## src/rtl/multicycle_stage_sequencer.sv

```systemverilog
// Stage sequencer for a multi-cycle CPU: walks NUM_STAGES stages with per-stage wait
// counts, a MEM ready handshake, halt/single-step debug control and activity counters.
module multicycle_stage_sequencer #(
    parameter int NUM_STAGES    = 5,
    parameter int IF_INDEX      = 0,
    parameter int MEM_INDEX     = 3,
    parameter int WB_INDEX      = 4,
    parameter int IF_WAIT       = 1,
    parameter int MEM_WAIT      = 1,
    parameter int INIT_CYCLES   = 2,
    parameter int COUNTER_WIDTH = 32
) (
    input  logic                          clk,
    input  logic                          reset_n,
    input  logic                          mem_ready,
    input  logic                          halt_req,
    input  logic                          step_req,
    output logic [NUM_STAGES-1:0]         stage_wren,
    output logic                          ram_wren,
    output logic                          reg_wren,
    output logic                          pc_wren,
    output logic                          stage_reset_n,
    output logic [$clog2(NUM_STAGES)-1:0] current_stage,
    output logic                          halted,
    output logic [COUNTER_WIDTH-1:0]      cycle_count,
    output logic [COUNTER_WIDTH-1:0]      retired_count
);

    localparam int SW       = $clog2(NUM_STAGES);
    localparam int MAX_WAIT = (IF_WAIT > MEM_WAIT) ? IF_WAIT : MEM_WAIT;
    localparam int WW       = (MAX_WAIT > 0) ? $clog2(MAX_WAIT + 1) : 1;
    localparam int IW       = (INIT_CYCLES > 0) ? $clog2(INIT_CYCLES + 1) : 1;

    localparam logic [SW-1:0] IF_IDX     = SW'(IF_INDEX);
    localparam logic [SW-1:0] MEM_IDX    = SW'(MEM_INDEX);
    localparam logic [SW-1:0] LAST_IDX   = SW'(NUM_STAGES - 1);
    localparam logic [WW-1:0] IF_WAIT_W  = WW'(IF_WAIT);
    localparam logic [WW-1:0] MEM_WAIT_W = WW'(MEM_WAIT);
    localparam logic [IW-1:0] INIT_W     = IW'(INIT_CYCLES);
    localparam logic [IW-1:0] ONE_W      = IW'(1);

    typedef enum logic [1:0] {
        ST_INIT,
        ST_RUN,
        ST_HALTED
    } state_t;

    state_t                   state_reg, state_next;
    logic [SW-1:0]            stage_reg, stage_next;
    logic [WW-1:0]            wait_reg, wait_next;
    logic [IW-1:0]            init_reg, init_next;
    logic                     step_reg, step_next;
    logic [COUNTER_WIDTH-1:0] cycle_reg, cycle_next;
    logic [COUNTER_WIDTH-1:0] retired_reg, retired_next;

    logic commit;
    logic last_commit;

    // Wait cycles loaded when a stage is entered.
    function automatic logic [WW-1:0] entry_wait(input logic [SW-1:0] idx);
        if (idx == IF_IDX) begin
            return IF_WAIT_W;
        end else if (idx == MEM_IDX) begin
            return MEM_WAIT_W;
        end else begin
            return '0;
        end
    endfunction

    // mem_ready feeds the commit strobe combinationally so MEM commits in the ready cycle.
    assign commit      = (state_reg == ST_RUN) && (wait_reg == '0) &&
                         ((stage_reg != MEM_IDX) || mem_ready);
    assign last_commit = commit && (stage_reg == LAST_IDX);

    genvar gi;
    generate
        for (gi = 0; gi < NUM_STAGES; gi++) begin : g_wren
            assign stage_wren[gi] = commit && (stage_reg == SW'(gi));
        end
    endgenerate

    assign ram_wren      = stage_wren[MEM_INDEX];
    assign reg_wren      = stage_wren[WB_INDEX];
    assign pc_wren       = stage_wren[NUM_STAGES-1];
    assign stage_reset_n = (state_reg != ST_INIT);
    assign halted        = (state_reg == ST_HALTED);
    assign current_stage = stage_reg;
    assign cycle_count   = cycle_reg;
    assign retired_count = retired_reg;

    always_comb begin
        state_next   = state_reg;
        stage_next   = stage_reg;
        wait_next    = wait_reg;
        init_next    = init_reg;
        step_next    = step_reg;
        cycle_next   = cycle_reg;
        retired_next = retired_reg;

        case (state_reg)
            ST_INIT: begin
                if (init_reg <= ONE_W) begin
                    state_next = ST_RUN;
                    stage_next = '0;
                    wait_next  = entry_wait('0);
                end else begin
                    init_next = init_reg - ONE_W;
                end
            end
            ST_RUN: begin
                cycle_next = cycle_reg + 1'b1;
                if (wait_reg != '0) begin
                    wait_next = wait_reg - 1'b1;
                end else if (last_commit) begin
                    retired_next = retired_reg + 1'b1;
                    stage_next   = '0;
                    // A stepped instruction always returns to HALTED.
                    if (step_reg || halt_req) begin
                        state_next = ST_HALTED;
                        wait_next  = '0;
                        step_next  = 1'b0;
                    end else begin
                        wait_next = entry_wait('0);
                    end
                end else if (commit) begin
                    stage_next = stage_reg + 1'b1;
                    wait_next  = entry_wait(stage_reg + 1'b1);
                end
            end
            ST_HALTED: begin
                if (step_req) begin
                    state_next = ST_RUN;
                    stage_next = '0;
                    wait_next  = entry_wait('0);
                    step_next  = 1'b1;
                end else if (!halt_req) begin
                    state_next = ST_RUN;
                    stage_next = '0;
                    wait_next  = entry_wait('0);
                    step_next  = 1'b0;
                end
            end
            default: begin
                state_next = ST_INIT;
                stage_next = '0;
                wait_next  = '0;
                init_next  = INIT_W;
                step_next  = 1'b0;
            end
        endcase
    end

    always_ff @(posedge clk or negedge reset_n) begin
        if (!reset_n) begin
            state_reg   <= ST_INIT;
            stage_reg   <= '0;
            wait_reg    <= '0;
            init_reg    <= INIT_W;
            step_reg    <= 1'b0;
            cycle_reg   <= '0;
            retired_reg <= '0;
        end else begin
            state_reg   <= state_next;
            stage_reg   <= stage_next;
            wait_reg    <= wait_next;
            init_reg    <= init_next;
            step_reg    <= step_next;
            cycle_reg   <= cycle_next;
            retired_reg <= retired_next;
        end
    end

endmodule

```

## config.mk

```make
export PLATFORM = sky130hd
export DESIGN_NAME = multicycle_stage_sequencer
export DESIGN_NICKNAME = d
export VERILOG_FILES = /design/src/rtl/multicycle_stage_sequencer.sv
export SDC_FILE = /design/constraint.sdc
export NUM_CORES = 1
export LEC_CHECK = 0
export ABC_CLOCK_PERIOD_IN_PS = 1800
export BUFFER_PORTS_ARGS = -buffer_cell sky130_fd_sc_hd__buf_2
export CAP_MARGIN = 20
export CORE_UTILIZATION = 49
export DETAILED_ROUTE_END_ITERATION = 10
export PLACE_DENSITY = 0.77
export SETUP_SLACK_MARGIN = 0.3
export SLEW_MARGIN = 20
export SYNTH_ARGS = -nofsm -noshare
export SYNTH_HDL_FRONTEND = slang
export SYNTH_SLANG_ARGS = --single-unit
```

## constraint.sdc

```tcl
create_clock -name clk -period 1.8 [get_ports clk]
set_input_delay 0.18 -clock clk [delete_from_list [all_inputs] [get_ports clk]]
set_output_delay 0.18 -clock clk [all_outputs]
set_load 0.01 [all_outputs]
```

==> out/metrics.cfg, run 1 <==
[run_status]
outcome=finished with violations
violations=setup timing

[synth]
synth-seq-cells=73
synth_warnings=0
synth_area_leaders=dfrtp_1, xnor2_1, xor2_1
synth_top_area_share=0.5026
ys.flop_type=dfrtp_1
yosysSeqAreaShare=0.5099
netlist_instances=328
async_flop_share=1.000
synth-edff-count=0
synth_most_common_cell=dfrtp_1
synth_commonest_cells=dfrtp_1, xnor2_1, nand2_1
synth.distinct_cells=42
yosys.area.top_type=dfrtp_1
avgSynthCellArea_um2=10.93
syn_area_um2=3585
synth_fp_nets=348

[floorplan]
initial_core_util=0.5162
die_x_um=87.53
die_y_um=87.53
dieArea_um2=7662
io_pins=82
core_um2=6944
row_count=30

[layout]
diodes=0
drive_above_1_share=0.6109
fill_cells=302
syn2layout_area_growth_pct=66.84
nNetsFinal=529
final_util=0.8613
multi_input_area_um2=2465
seq_area_um2=1843

[place]
hpwl_mm=6.022
numPortBuffers=81
gp_congestion=0.7927

[sta]
skew_ps=13.83
worst_pin_slew_ps=465.0
slew-limit-headroom=0.6900
finalHoldViolations=0
maxSlewViolCount=0
finalSetupTns_ps=-3344
setup_violations=37
period_share=1.120
finalWorstSetupSlack_ps=-215.3
min_period_ps=2015
rsz0062_at_grt=true
max_freq_mhz=496.2

[critical_path]
reg2reg_to=retired_count[31]
r2r_cells=9
cp.required_ps=1620
critPathSlowestCell=dfrtp_1
crit_start=state_reg[1]
path_max_fanout=5
cp_cell_sequence=inv_2 > ha_4 > nor2b_4 > nand2_4 > nor3b_2 > buf_2
slowest_delay_ps=410
worstSetupStartpointType=flip-flop
critical_path_class=reg2out
end_kind=primary output
r2r_setup_slack_ps=-210
r2r-start=state_reg[1]
worstPathArrival_ps=1840
crit_end=stage_wren[0]

[drt]
wire_per_inst_um=21.32
vias=3490
drc=0
routed_wirelength_mm=13.01
viasPerCell=5.721
detail-route-antenna-nets=0
dr.first_iter.drc_count=198
firstDrtPassIters=4

[cts]
clock_latency_ps=370
cts_max_level=3
cts_tree=built
numCtsBuffers=9
path_clk_slew_ps=90
ctsRootBufferMaster=clkbuf_8
cts_num_sinks=73
clockBufferDepth=2

[run]
max_cap_viol_count=0

[hold_path]
holdPathStages=3
hold_class=in2reg

[global_routing]
grt_pass1_wl_mm=15.77
grt_pass1_vias=3164
grt_antenna_before_repair=0
overflow=0
grt_usage=0.2748
grt_max_degree=35

[pwr]
power_leakage_nw=3.129
power_density_nw_per_um2=994.4
ir_worst_vdd_uv=1088

==> critical path: cells and delay by family (launching register included) <==
| kind | cells | cell delay (ps) |
|---|---|---|
| adder cells (fa/ha/maj) | 1 | 140 |
| AND/OR/NAND/NOR | 3 | 630 |
| buffers and inverters | 2 | 280 |
| flip-flops | 1 | 410 |
==> metal layers <==
layer,up-vias,routed length [um],GRT usage
li1,1500,-,-
met4,0,574,0.1013
met2,190,6633,0.4688
met1,1745,4970,0.3399
met3,55,828,0.06692
met5,-,0,0
==> area by class of cell <==
cell class / count / share of cell area
Clock buffer: 10 / 0.02134
Inverter: 10 / 0.007531
Clock inverter: 6 / 0.01506
Tap cell: 96 / 0.02008
Sequential cell: 73 / 0.3082
Timing Repair Buffer: 177 / 0.2157
Multi-Input combinational cell: 238 / 0.4121
==> stage by stage <==
step | power [mW] | worst slack (ps) | cell area, um2 | cells | hold WS [ps]
2_1_floorplan | 2.994 | 26.43 | 3786 | 328 | -115.6
3_3_place_gp | 3.515 | 33.70 | 4594 | 540 | 152.1
3_5_place_dp | 3.573 | -42.48 | 4594 | 540 | 159.3
4_1_cts | 5.422 | -40.92 | 5441 | 586 | 211.1
5_1_grt | 6.177 | -285.3 | 5981 | 610 | 268.4
6_report | 5.947 | -215.3 | 5981 | 610 | 237.0
==> logic make-up after synthesis <==
| group | Yosys count | synth area share |
|---|---|---|
| and+or+nand+nor | 138 | 0.2115 |
| xor gates and xnor gates | 62 | 0.1515 |
| adders and majority gates | 15 | 0.05236 |
| buffers and inverters | 17 | 0.02338 |
| AOI/OAI and AO/OA | 19 | 0.03909 |
| muxes | 4 | 0.01222 |
| DFF | 73 | 0.5099 |
==> what timing repair did <==
item	in CTS	in global routing
hold buffers	1	0
setup endpoints to repair	68	72
setup buffers	29	24
gates resized for setup	89	75
pin swaps	36	50
endpoints found under the hold margin	17	0
==> worst min path at each step <==
stage / start / end / slack, ps
3_5_place_dp: reset_n / retired_count[8] / 160
3_3_place_gp: reset_n / retired_count[18] / 150
4_1_cts: halt_req / step_reg / 210
2_1_floorplan: reset_n / current_stage[0] / -120
6_report: halt_req / step_reg / 240
5_1_grt: halt_req / step_reg / 270
==> where the power goes <==
part	total, mW	switching (mW)	internal [mW]	leakage [nW]
Sequential	2.08	0.261	1.82	0.972
Clock	1.48	0.692	0.786	0.107
Combinational	2.39	1.16	1.23	2.05
Total	5.95	2.12	3.83	3.13
==> layout by cell type, fill, tap and decap left out, types with 3 or more instances in the layout <==
cell and instances:
a22o_1 4, and3_1 5, and3_4 6, buf_2 76, buf_4 65, buf_6 33
clkbuf_8 9, dfrtp_1 60, dfrtp_2 12, ha_1 8, ha_4 7, inv_1 4
inv_2 4, nand2_1 22, nand2_2 5, nand2_4 6, nand3_1 5, nand3_2 7
nand3_4 11, nand4_1 17, nor2_1 8, nor2_2 3, nor2_4 10, nor2b_4 3
nor3_4 10, nor3b_2 3, nor4_4 4, o21ai_2 3, xnor2_1 30, xnor2_2 10
xor2_1 19, xor2_2 3
Note: power is estimated with default switching activity, not from simulation.
==> run 2, diff against run 1 <==
--- a/config.mk
+++ b/config.mk
@@ -5,12 +5,13 @@
 export SDC_FILE = /design/constraint.sdc
 export NUM_CORES = 1
 export LEC_CHECK = 0
-export ABC_CLOCK_PERIOD_IN_PS = 1800
+export ABC_CLOCK_PERIOD_IN_PS = 2000
 export BUFFER_PORTS_ARGS = -buffer_cell sky130_fd_sc_hd__buf_2
 export CAP_MARGIN = 20
-export CORE_UTILIZATION = 49
+export CORE_UTILIZATION = 54
 export DETAILED_ROUTE_END_ITERATION = 10
-export PLACE_DENSITY = 0.77
+export HOLD_SLACK_MARGIN = 0.12
+export PLACE_DENSITY = 0.81
 export SETUP_SLACK_MARGIN = 0.3
 export SLEW_MARGIN = 20
 export SYNTH_ARGS = -nofsm -noshare
==> constraint.sdc (replaced) <==
create_clock -name clk -period 2 [get_ports clk]
set_input_delay 0.2 -clock clk [delete_from_list [all_inputs] [get_ports clk]]
set_output_delay 0.2 -clock clk [all_outputs]
set_load 0.01 [all_outputs]
==> out/metrics.cfg, run 2 (synthesized netlist as in run 1, its figures left out) <==
[run_status]
outcome=finished, final reports clean

[sta]
period_share=0.9459
slew-limit-headroom=0.6528
worst_pin_slew_ps=520.9
finalHoldViolations=0
skew_ps=7.745
maxSlewViolCount=0
setup_violations=0
rsz0062_at_grt=true
min_period_ps=1892
finalSetupTns_ps=0
max_freq_mhz=528.6

[critical_path]
worstPathArrival_ps=1690
slowest_delay_ps=460
r2r_cells=9
path_max_fanout=5
end_kind=primary output
cp_cell_sequence=ha_4 > ha_4 > nand2b_4 > nand2_4 > nor3b_2 > buf_2
r2r-start=current_stage[0]
critical_path_class=reg2out
worstSetupStartpointType=flip-flop
reg2reg_to=retired_count[19]
cp.required_ps=1800
cpMostUsedCell=ha_4
critPathSlowestCell=dfrtp_2
r2r_setup_slack_ps=120

[pwr]
switchingPower_mw=1.511
p_int_mw=3.216
ir_worst_vdd_uv=981.1
combPwrFrac=0.318
seqPwrFrac=0.393
power_frac_clock=0.290
switching_share=0.3196
power_density_nw_per_um2=911.5
power_leakage_nw=2.697

[cts]
cts_num_sinks=73
cts_tree=built
path_clk_slew_ps=80
cts_max_level=3
ctsRootBufferMaster=clkbuf_8
clock_latency_ps=340
clockBufferDepth=2
numCtsBuffers=9

[drt]
dr.first_iter.drc_count=102
detail-route-antenna-nets=0
firstDrtPassIters=4
wire_per_inst_um=16.54
routed_wirelength_mm=9.182
vias=3081
viasPerCell=5.551
drc=0

[hold_path]
whs_endpoint=step_reg
hold_class=in2reg
holdPathStages=3
worstHoldStart=halt_req

[layout]
syn2layout_area_growth_pct=44.64
fill_cells=369
nNetsFinal=493
drive_above_1_share=0.4770
final_cell_mix=buf_2, dfrtp_1, buf_4
diodes=0
final_util=0.8119
mostFrequentLayoutCell=buf_2

[floorplan]
io_pins=82
core_um2=6386
die_x_um=83.48
die_y_um=83.48
row_count=29
dieArea_um2=6968
initial_core_util=0.5613

[place]
gp_congestion=0.8048
hpwl_mm=5.459
numPortBuffers=81

[global_routing]
grt_max_degree=54
overflow=0
grt_pass1_wl_mm=14.06
grt_pass1_vias=2887
grt_antenna_before_repair=0
grt_usage=0.2531

[run]
max_cap_viol_count=0

==> run 2: cell types whose count changed in the layout (fill, tap and decap cells not counted), sizes merged <==
cell	before	now
bufinv	2	3
clkbuf	10	11
clkinvlp	1	0
buf	176	140
inv	11	10
==> run 2: what timing repair did <==
| action | CTS | global route |
|---|---|---|
| hold buffers | 1 | 0 |
| setup endpoints to repair | 58 | 59 |
| endpoints found under the hold margin | 19 | 0 |
| setup buffers | 24 | 20 |
| resized for setup | 39 | 37 |
| pin swaps | 17 | 30 |
==> run 2: metal layers <==
metal	track usage	up-vias	part of all wire
met4	0.1202	0	0.025
met5	0	-	0
met1	0.3254	1551	0.42
met2	0.4180	86	0.51
li1	-	1424	-
met3	0.04451	20	0.039
==> run 2: how the worst max path moves through the flow <==
stage	from	end	slack (ps)	cells after the start
after floorplan	current_stage[1]	retired_count[28]	230	7
after global placement	current_stage[0]	retired_count[25]	90	7
after detailed placement	current_stage[0]	retired_count[27]	9	7
after CTS	current_stage[1]	retired_count[27]	160	8
after global routing	current_stage[0]	retired_count[19]	10	9
final	current_stage[0]	stage_wren[0]	110	6
==> run 2: worst max-delay path, delay by kind of cell, from the launching register on <==
| kind | cells | cell delay (ps) |
|---|---|---|
| fa+ha+maj | 2 | 350 |
| buf+inv | 1 | 150 |
| simple gates | 3 | 390 |
| flops | 1 | 460 |
==> run 2: layout make-up <==
cell class	instances	area, um2	area share
multi-input combinational	238	2041	0.3936
sequential	73	1839	0.3547
timing repair buffer	141	933.4	0.1800
clock buffer	11	131.4	0.02534
clock inverter	5	103.9	0.02003
tap	77	96.34	0.01858
inverter	10	40.04	0.007722
==> run 2: power groups by stage <==
stage	logic [mW]	registers [mW]	clock network [mW]
5_1_grt	1.64	1.88	1.44
3_5_place_dp	1.13	1.87	0
3_3_place_gp	1.08	1.85	0
2_1_floorplan	0.722	1.87	0
4_1_cts	1.36	1.83	1.40
6_report	1.50	1.86	1.37
==> run 2: per-stage QoR <==
| step | power (mW) | hold WS, ps | worst slack, ps | instance area (um2) | instances |
|---|---|---|---|---|---|
| after floorplan | 2.591 | -95.59 | 226.4 | 3687 | 328 |
| after global placement | 2.933 | 193.1 | 87.07 | 4264 | 494 |
| after detailed placement | 2.991 | 196.8 | 9.491 | 4264 | 494 |
| after CTS | 4.585 | 209.4 | 159.2 | 4875 | 535 |
| after global routing | 4.963 | 234.0 | 9.695 | 5185 | 555 |
| final | 4.726 | 219.8 | 108.2 | 5185 | 555 |
